--- src/rtl/move_arbiter.sv ---
// Direction-button arbiter: turns button presses into one-hot move offers for the room FSM,
// filters moves against the current room, and counts accepted and rejected presses.
module move_arbiter (
    input  logic       clk,
    input  logic       reset,
    input  logic       N,
    input  logic       S,
    input  logic       E,
    input  logic       W,
    input  logic [2:0] room,
    input  logic       dir_ready,
    output logic       dir_valid,
    output logic [3:0] dir,
    output logic [7:0] move_count,
    output logic [3:0] illegal_count,
    output logic       game_over
);

    typedef enum logic [2:0] {
        StIdle,
        StOffer,
        StSettle1,
        StSettle2,
        StHalt
    } state_e;

    state_e     r_state;
    state_e     w_state_next;
    logic [3:0] r_prev;
    logic [3:0] r_pending;
    logic [3:0] w_pending_next;
    logic [3:0] r_dir;
    logic [3:0] w_dir_next;
    logic [7:0] r_move_cnt;
    logic [7:0] w_move_next;
    logic [3:0] r_ill_cnt;
    logic [3:0] w_ill_next;

    logic [3:0] w_btn;
    logic [3:0] w_edge;
    logic [3:0] w_allowed;
    logic [3:0] w_legal;
    logic [3:0] w_illegal;
    logic [3:0] w_pick;
    logic       w_terminal;

    assign w_btn      = {N, S, E, W};
    assign w_edge     = w_btn & ~r_prev;
    assign w_terminal = (room == 3'b101) || (room == 3'b110);
    assign w_legal    = r_pending & w_allowed;
    assign w_illegal  = r_pending & ~w_allowed;

    // Legal moves per room, bit order {N,S,E,W}
    always_comb begin
        w_allowed = 4'b0000;
        case (room)
            3'b000:  w_allowed = 4'b0100;
            3'b001:  w_allowed = 4'b0101;
            3'b010:  w_allowed = 4'b1011;
            3'b011:  w_allowed = 4'b0010;
            3'b100:  w_allowed = 4'b0011;
            default: w_allowed = 4'b0000;
        endcase
    end

    always_comb begin
        w_pick = 4'b0000;
        if (w_legal[3])      w_pick = 4'b1000;
        else if (w_legal[2]) w_pick = 4'b0100;
        else if (w_legal[1]) w_pick = 4'b0010;
        else if (w_legal[0]) w_pick = 4'b0001;
    end

    // State register
    always_ff @(posedge clk or posedge reset) begin
        if (reset) r_state <= StIdle;
        else       r_state <= w_state_next;
    end

    // Next-state logic
    always_comb begin
        w_state_next = r_state;
        case (r_state)
            StIdle: begin
                if (w_terminal)          w_state_next = StHalt;
                else if (w_legal != '0)  w_state_next = StOffer;
            end
            StOffer:   if (dir_ready) w_state_next = StSettle1;
            StSettle1: w_state_next = StSettle2;
            StSettle2: w_state_next = StIdle;
            StHalt:    w_state_next = StHalt;
            default:   w_state_next = StIdle;
        endcase
    end

    // Outputs
    always_comb begin
        dir_valid     = (r_state == StOffer);
        dir           = (r_state == StOffer) ? r_dir : 4'b0000;
        game_over     = (r_state == StHalt);
        move_count    = r_move_cnt;
        illegal_count = r_ill_cnt;
    end

    // Datapath next values: pending, latched move and saturating counters
    always_comb begin
        w_pending_next = r_pending;
        w_dir_next     = r_dir;
        w_move_next    = r_move_cnt;
        w_ill_next     = r_ill_cnt;
        case (r_state)
            StIdle: begin
                if (w_terminal) begin
                    w_pending_next = r_pending | w_edge;
                end else begin
                    w_pending_next = w_legal | w_edge;
                    if (w_illegal != '0 && r_ill_cnt != 4'hF) w_ill_next = r_ill_cnt + 4'd1;
                    if (w_legal != '0) w_dir_next = w_pick;
                end
            end
            StOffer: begin
                if (dir_ready) begin
                    w_pending_next = 4'b0000;
                    if (r_move_cnt != 8'hFF) w_move_next = r_move_cnt + 8'd1;
                end else begin
                    w_pending_next = r_pending | w_edge;
                end
            end
            StSettle1, StSettle2: w_pending_next = r_pending | w_edge;
            default: ;
        endcase
    end

    always_ff @(posedge clk or posedge reset) begin
        if (reset) begin
            r_prev     <= 4'b0000;
            r_pending  <= 4'b0000;
            r_dir      <= 4'b0000;
            r_move_cnt <= 8'd0;
            r_ill_cnt  <= 4'd0;
        end else begin
            r_prev     <= w_btn;
            r_pending  <= w_pending_next;
            r_dir      <= w_dir_next;
            r_move_cnt <= w_move_next;
            r_ill_cnt  <= w_ill_next;
        end
    end

endmodule
--- config.mk ---
export PLATFORM = sky130hd
export DESIGN_NAME = move_arbiter
export DESIGN_NICKNAME = d
export VERILOG_FILES = /design/src/rtl/move_arbiter.sv
export SDC_FILE = /design/constraint.sdc
export NUM_CORES = 1
export LEC_CHECK = 0
export BUFFER_PORTS_ARGS = -buffer_cell sky130_fd_sc_hd__clkbuf_2
export CELL_PAD_IN_SITES_DETAIL_PLACEMENT = 1
export CELL_PAD_IN_SITES_GLOBAL_PLACEMENT = 1
export CORE_MARGIN = 2
export CORE_UTILIZATION = 37
export CTS_CLUSTER_SIZE = 14
export DETAILED_ROUTE_END_ITERATION = 6
export HOLD_SLACK_MARGIN = 0.05
export PLACE_DENSITY_LB_ADDON = 0.1
export SLEW_MARGIN = 5
export SYNTH_ARGS = -nofsm -noshare
export SYNTH_HDL_FRONTEND = slang
export SYNTH_SLANG_ARGS = --single-unit
--- constraint.sdc ---
create_clock -name clk -period 1.7 [get_ports clk]
set_input_delay 0.255 -clock clk [delete_from_list [all_inputs] [get_ports clk]]
set_output_delay 0.255 -clock clk [all_outputs]
set_load 0.005 [all_outputs]
# Word level (Yosys, flattened, before mapping)

Cells that the tools add are included.

Register bits: 27
ROM bits: 0
Input port bits: 10
Output and inout port bits: 18
Bits in writable memories: 0
Memories kept: 0
Latch bits: 0

Shift-type cells: 0
Magnitude comparators: 0
Divide/modulo/power cells: 0
Mux-type cells: 13
Equal/unequal tests: 14
Add/sub/neg operators: 2
$mul: 0
Bitwise gates (word level): 8
Reductions and logical operators: 12

Operator list:

| cell                                           | count |
|---|---|
| case mux 4 bit (5 select lines)                | 1 |
| two-way mux 4 bit                              | 4 |
| bitwise AND 4 bit                              | 3 |
| == test 3 x 2 -> 1 bit (second input constant) | 4 |
| == test 3 bit (second input constant)          | 4 |
| two-way mux 3 bit                              | 4 |
| case mux 3 bit (4 select lines)                | 1 |
| case mux 4 bit (3 select lines)                | 1 |
| AND reduction 3 bit                            | 3 |
| adder 8 x 1 -> 8 bit (second input constant)   | 1 |
| inequality test 8 bit (second input constant)  | 1 |
| NOT 4 bit                                      | 2 |
| OR 4 bit                                       | 2 |
| nonzero test 4 bit                             | 2 |
| == test 3 x 1 -> 1 bit (second input constant) | 2 |
| logical NOT 3 bit                              | 2 |
| adder 4 x 1 -> 4 bit (second input constant)   | 1 |
| inequality test 4 bit (second input constant)  | 1 |
| inequality test 3 bit (second input constant)  | 1 |
| nonzero test 3 bit                             | 1 |
| two-way mux 2 bit                              | 1 |
| inequality test 2 bit (second input constant)  | 1 |
| AND reduction 2 bit                            | 1 |
| OR reduction 2 bit                             | 1 |
| 4 further kinds                                | 4 |

# Logic depth before layout (Yosys ltp)

Word-level depth: 7
Gate-level depth with buffers: 6
Mapped depth without buffers: 6

# Worst setup path after synthesis

Ideal clock, no wire load.

Path type: register to register
Start: register r_state[0]
End: register r_ill_cnt[1] (netlist: illegal_count[1])
Clock period less this slack: 1.685 ns
Cell stages (with the launch flop): 6
Setup time: 0.127 ns
Data arrival time: 1.558 ns
Path slack: 0.015 ns
Cell sequence: dfrtp_1 -> or3_1 -> clkbuf_2 -> a21oi_4 -> nand3_2 -> mux2_1

Cells in the longest elaborated chain, start to end: 2

Ends and longest elaborated chain:

| what                          | line | RTL |
|---|---|---|
| start, declared               | 27   | `state_e r_state;` |
| start signal, assigned        | 76   | `if (reset) r_state <= StIdle;` |
| start signal, assigned        | 77   | `else r_state <= w_state_next;` |
| logical NOT 3 bit             | 111  | `case (r_state)` |
| AND reduction 3 bit (no line) | n/a  |  |
| end signal, assigned          | 146  | `r_ill_cnt <= w_ill_next;` |
| end, declared                 | 36   | `logic [3:0] r_ill_cnt;` |

No other way between the ends.
A chain may end at the register's enable or synchronous reset.

# Final worst setup path

Start: register r_state[0]
End: register r_ill_cnt[2] (netlist: illegal_count[2])

Same word-level chain as after synthesis.

==> impl_results.md <==
* Skew final at 3.06 ps
* Max-slew violation count at 0
* RSZ-0062 raised after global routing: yes
* Max Buffers Root-to-Sink at 2
* Avg WL per Cell at 13.7 µm
* CP Data Required Time at 1860 ps
* Slowest Stage Delay on Critical Path at 440 ps
* Buffers on Ports at 27
* Layout cells sized above 1 at 33.0%
* Tcrit/Tclk final at 95.5%
* Final setup violation count at 0
* Diode count at 0
* Critical-path cell list: or3_1, a21oi_4, buf_4, and4b_1, a21oi_1
* Global-route wire length before repair at 5750 µm
* Arr. time, crit path at 1790 ps
* Nets at slightly below 200
* Final min period at approximately 1600 ps
* Post-Route WL at about 3200 µm
* Placer Congestion at 0.812
* Reg2reg setup slack at 80 ps
* Global route total overflow at 0
* Slew HR at a little under 80%
* CP startpoint kind: register
* 1st-pass router iterations at 4
* Hold_ws at 92.0 ps
* Initial core utilization at 38.4%
* ANT nets after route at 0
* Clock slew at reported path FFs at 90 ps
* Vias in the first global route at between 1000 and 1500
* Buf+Inv Stages, Crit Path at 1
* PwrDens at 1520 mW/mm²
* CP max stage cell: or3_1
* Delay-heaviest family, CP: simple AND/OR/NAND/NOR gates
* Max frequency at 616 MHz
* DP Wirelength at 2480 µm
* Via count at around 1200
* CTS root buf: clkbuf_8
* CTS tree: built
* Post-Syn Instances at 140
* Critical path endpoint category: register
* Initial antenna violation count at 0
* Setup tns final at 0 ps
* Yosys Warn Count at 0
* Chip Width at 65.7 µm
* Clock sinks at 27
* Critical path class: register to register
* Layout area overhead at 27.1%
* Netlist area before placement at 0.00141 mm²
* Run status: finished clean
* Syn Nets at 152
* Rows at 22
* Worst hold path type: input pin to register
* Register area share after synthesis at 48.0%
* Die height at 65.7 µm
* DRC violations left at 0
* # IOs at 28
* Worst skew pair latency at 280 ps
* Total GRT Usage at 17.4%
* Max-cap check violation count at 0
* Largest net degree at the start of global routing at 28
* CTS Buf Count at 3
* Drt via density at between 5 and 6
* H-tree depth at 1
* Final hold vios at 0
* Slew @ Worst Pin at 337 ps
* Initial DRC count at 20
* Crit Path Max Fanout at 6
* Synth cell types at 43
* Core area at 0.00366 mm²
* Lkg Pwr at 0.824 nW
* Peak supply drop at 0.000680 V
* Die area at around 0.0043 mm²
* Avg Inst Size Synth at around 10 µm²
* Flops & latches, synth at 27
-- power breakdown --
part | leakage [nW] | total (mW) | internal [mW] | switching, mW
clock network | 0.0255 | 0.368 | 0.165 | 0.203
registers | 0.333 | 1.11 | 0.870 | 0.245
logic | 0.466 | 1.24 | 0.653 | 0.588
total | 0.824 | 2.72 | 1.69 | 1.04
-- cells in the mapped netlist, drive strengths merged --
| cell type | count | area (µm²) |
|---|---|---|
| and2b | 1 | 7.51 |
| nor3 | 1 | 5.00 |
| nand2b | 5 | 31.3 |
| nor4bb | 1 | 10.0 |
| xnor2 | 6 | 52.6 |
| nor2b | 2 | 12.5 |
| o32ai | 1 | 16.3 |
| a21oi | 11 | 66.3 |
| nand3 | 8 | 45.0 |
| a31oi | 2 | 12.5 |
| nand3b | 1 | 7.51 |
| dfrtp | 27 | 676 |
| nor4 | 1 | 6.26 |
| or3b | 2 | 20.0 |
| and4b | 1 | 10.0 |
| buf | 4 | 26.3 |
| o21a | 2 | 15.0 |
| a41oi | 1 | 8.76 |
| nor3b | 2 | 15.0 |
| and2 | 6 | 37.5 |
| o21ai | 12 | 60.1 |
| clkbuf | 2 | 8.75 |
| ha | 2 | 25.0 |
| nor2 | 10 | 37.5 |
| or3 | 1 | 6.26 |
| o31ai | 3 | 22.5 |
| a311oi | 1 | 8.76 |
| and3 | 2 | 12.5 |
| nand4 | 2 | 12.5 |
| mux2 | 3 | 33.8 |
| xor2 | 2 | 17.5 |
| a211oi | 4 | 35.0 |
| nand2 | 6 | 22.5 |
| and4 | 1 | 8.76 |
| inv | 4 | 15.0 |
-- final cells by class --
type	instances	area [µm²]
sequential	27	677
timing repair buffer	47	292
clock buffer	3	41.3
inverter	4	15.0
fill	447	1870
tap	48	60.1
clock inverter	1	5.00
multi-input combinational	103	699
-- logic make-up (layout without fill, tap and decap cells) --
logic type	Yosys count	in the layout	synth area share, %
AND/OR/NAND/NOR	53	53	21.9
AO/OA/AOI/OAI	37	37	17.4
flip-flops	27	27	48.0
buffers and inverters	10	55	3.55
XOR/XNOR	8	8	4.98
multiplexers	3	3	2.40
adder cells (fa/ha/maj)	2	2	1.78
-- registers in the layout, indices dropped and copies added (netlist names) --
register / cells
illegal_count: 4
move_count: 8
r_dir: 4
r_pending: 4
r_prev: 4
r_state: 3
-- placed cells by master (no fill, tap or decap), types with 5 or more instances in the layout --
cell type / Yosys / final
dfrtp_1: 27 / 26
o21ai_0: 11 / 11
a21oi_1: 10 / 10
nand3_1: 7 / 7
nand2_1: 6 / 6
nand2b_1: 5 / 5
buf_4: 0 / 18
clkbuf_2: 1 / 27
and2_1: 6 / 6
xnor2_1: 6 / 6
nor2_1: 10 / 10
-- what timing repair did --
item,in CTS,in global routing
hold endpoints to repair,27,0
setup endpoints to repair,5,8
buffers inserted,0,3
gates resized for setup,1,4
pin swaps,0,2
hold buffers,1,0
-- metrics by stage --
| stage | setup WS (ps) | util (%) | cells | cell area, µm² | power, mW |
|---|---|---|---|---|---|
| floorplan | 14.8 | - | 140 | 1410 | 1.78 |
| global placement | 33.0 | 46.1 | 225 | 1690 | 2.25 |
| detailed placement | -23.3 | 46.1 | 225 | 1690 | 2.30 |
| CTS | 26.7 | 47.8 | 230 | 1750 | 2.69 |
| global route | -9.94 | 48.9 | 233 | 1790 | 2.98 |
| finish | 77.1 | 48.9 | 233 | 1790 | 2.72 |
-- per-layer routing --
| layer | vias up | GRT usage [%] | part of all wire [%] |
|---|---|---|---|
| met1 | 580 | 21.6 | 44 |
| met4 | 0 | 7.81 | 1.9 |
| met2 | 16 | 30.1 | 51 |
| met3 | 4 | 2.05 | 2.5 |
| met5 | - | 0 | 0 |
| li1 | 589 | - | - |
-- path summary, 6_finish.rpt --
path,end,cells past startpoint,from
setup / recovery,illegal_count[2],5,r_state[0]
hold / removal,r_prev[3],1,N
setup reg to reg,illegal_count[2],5,r_state[0]
hold reg to reg,r_dir[1],2,r_dir[1]
max in group asynchronous,r_state[2],4,reset
min in group asynchronous,illegal_count[0],4,reset
Power figures use the tool's default switching activity.
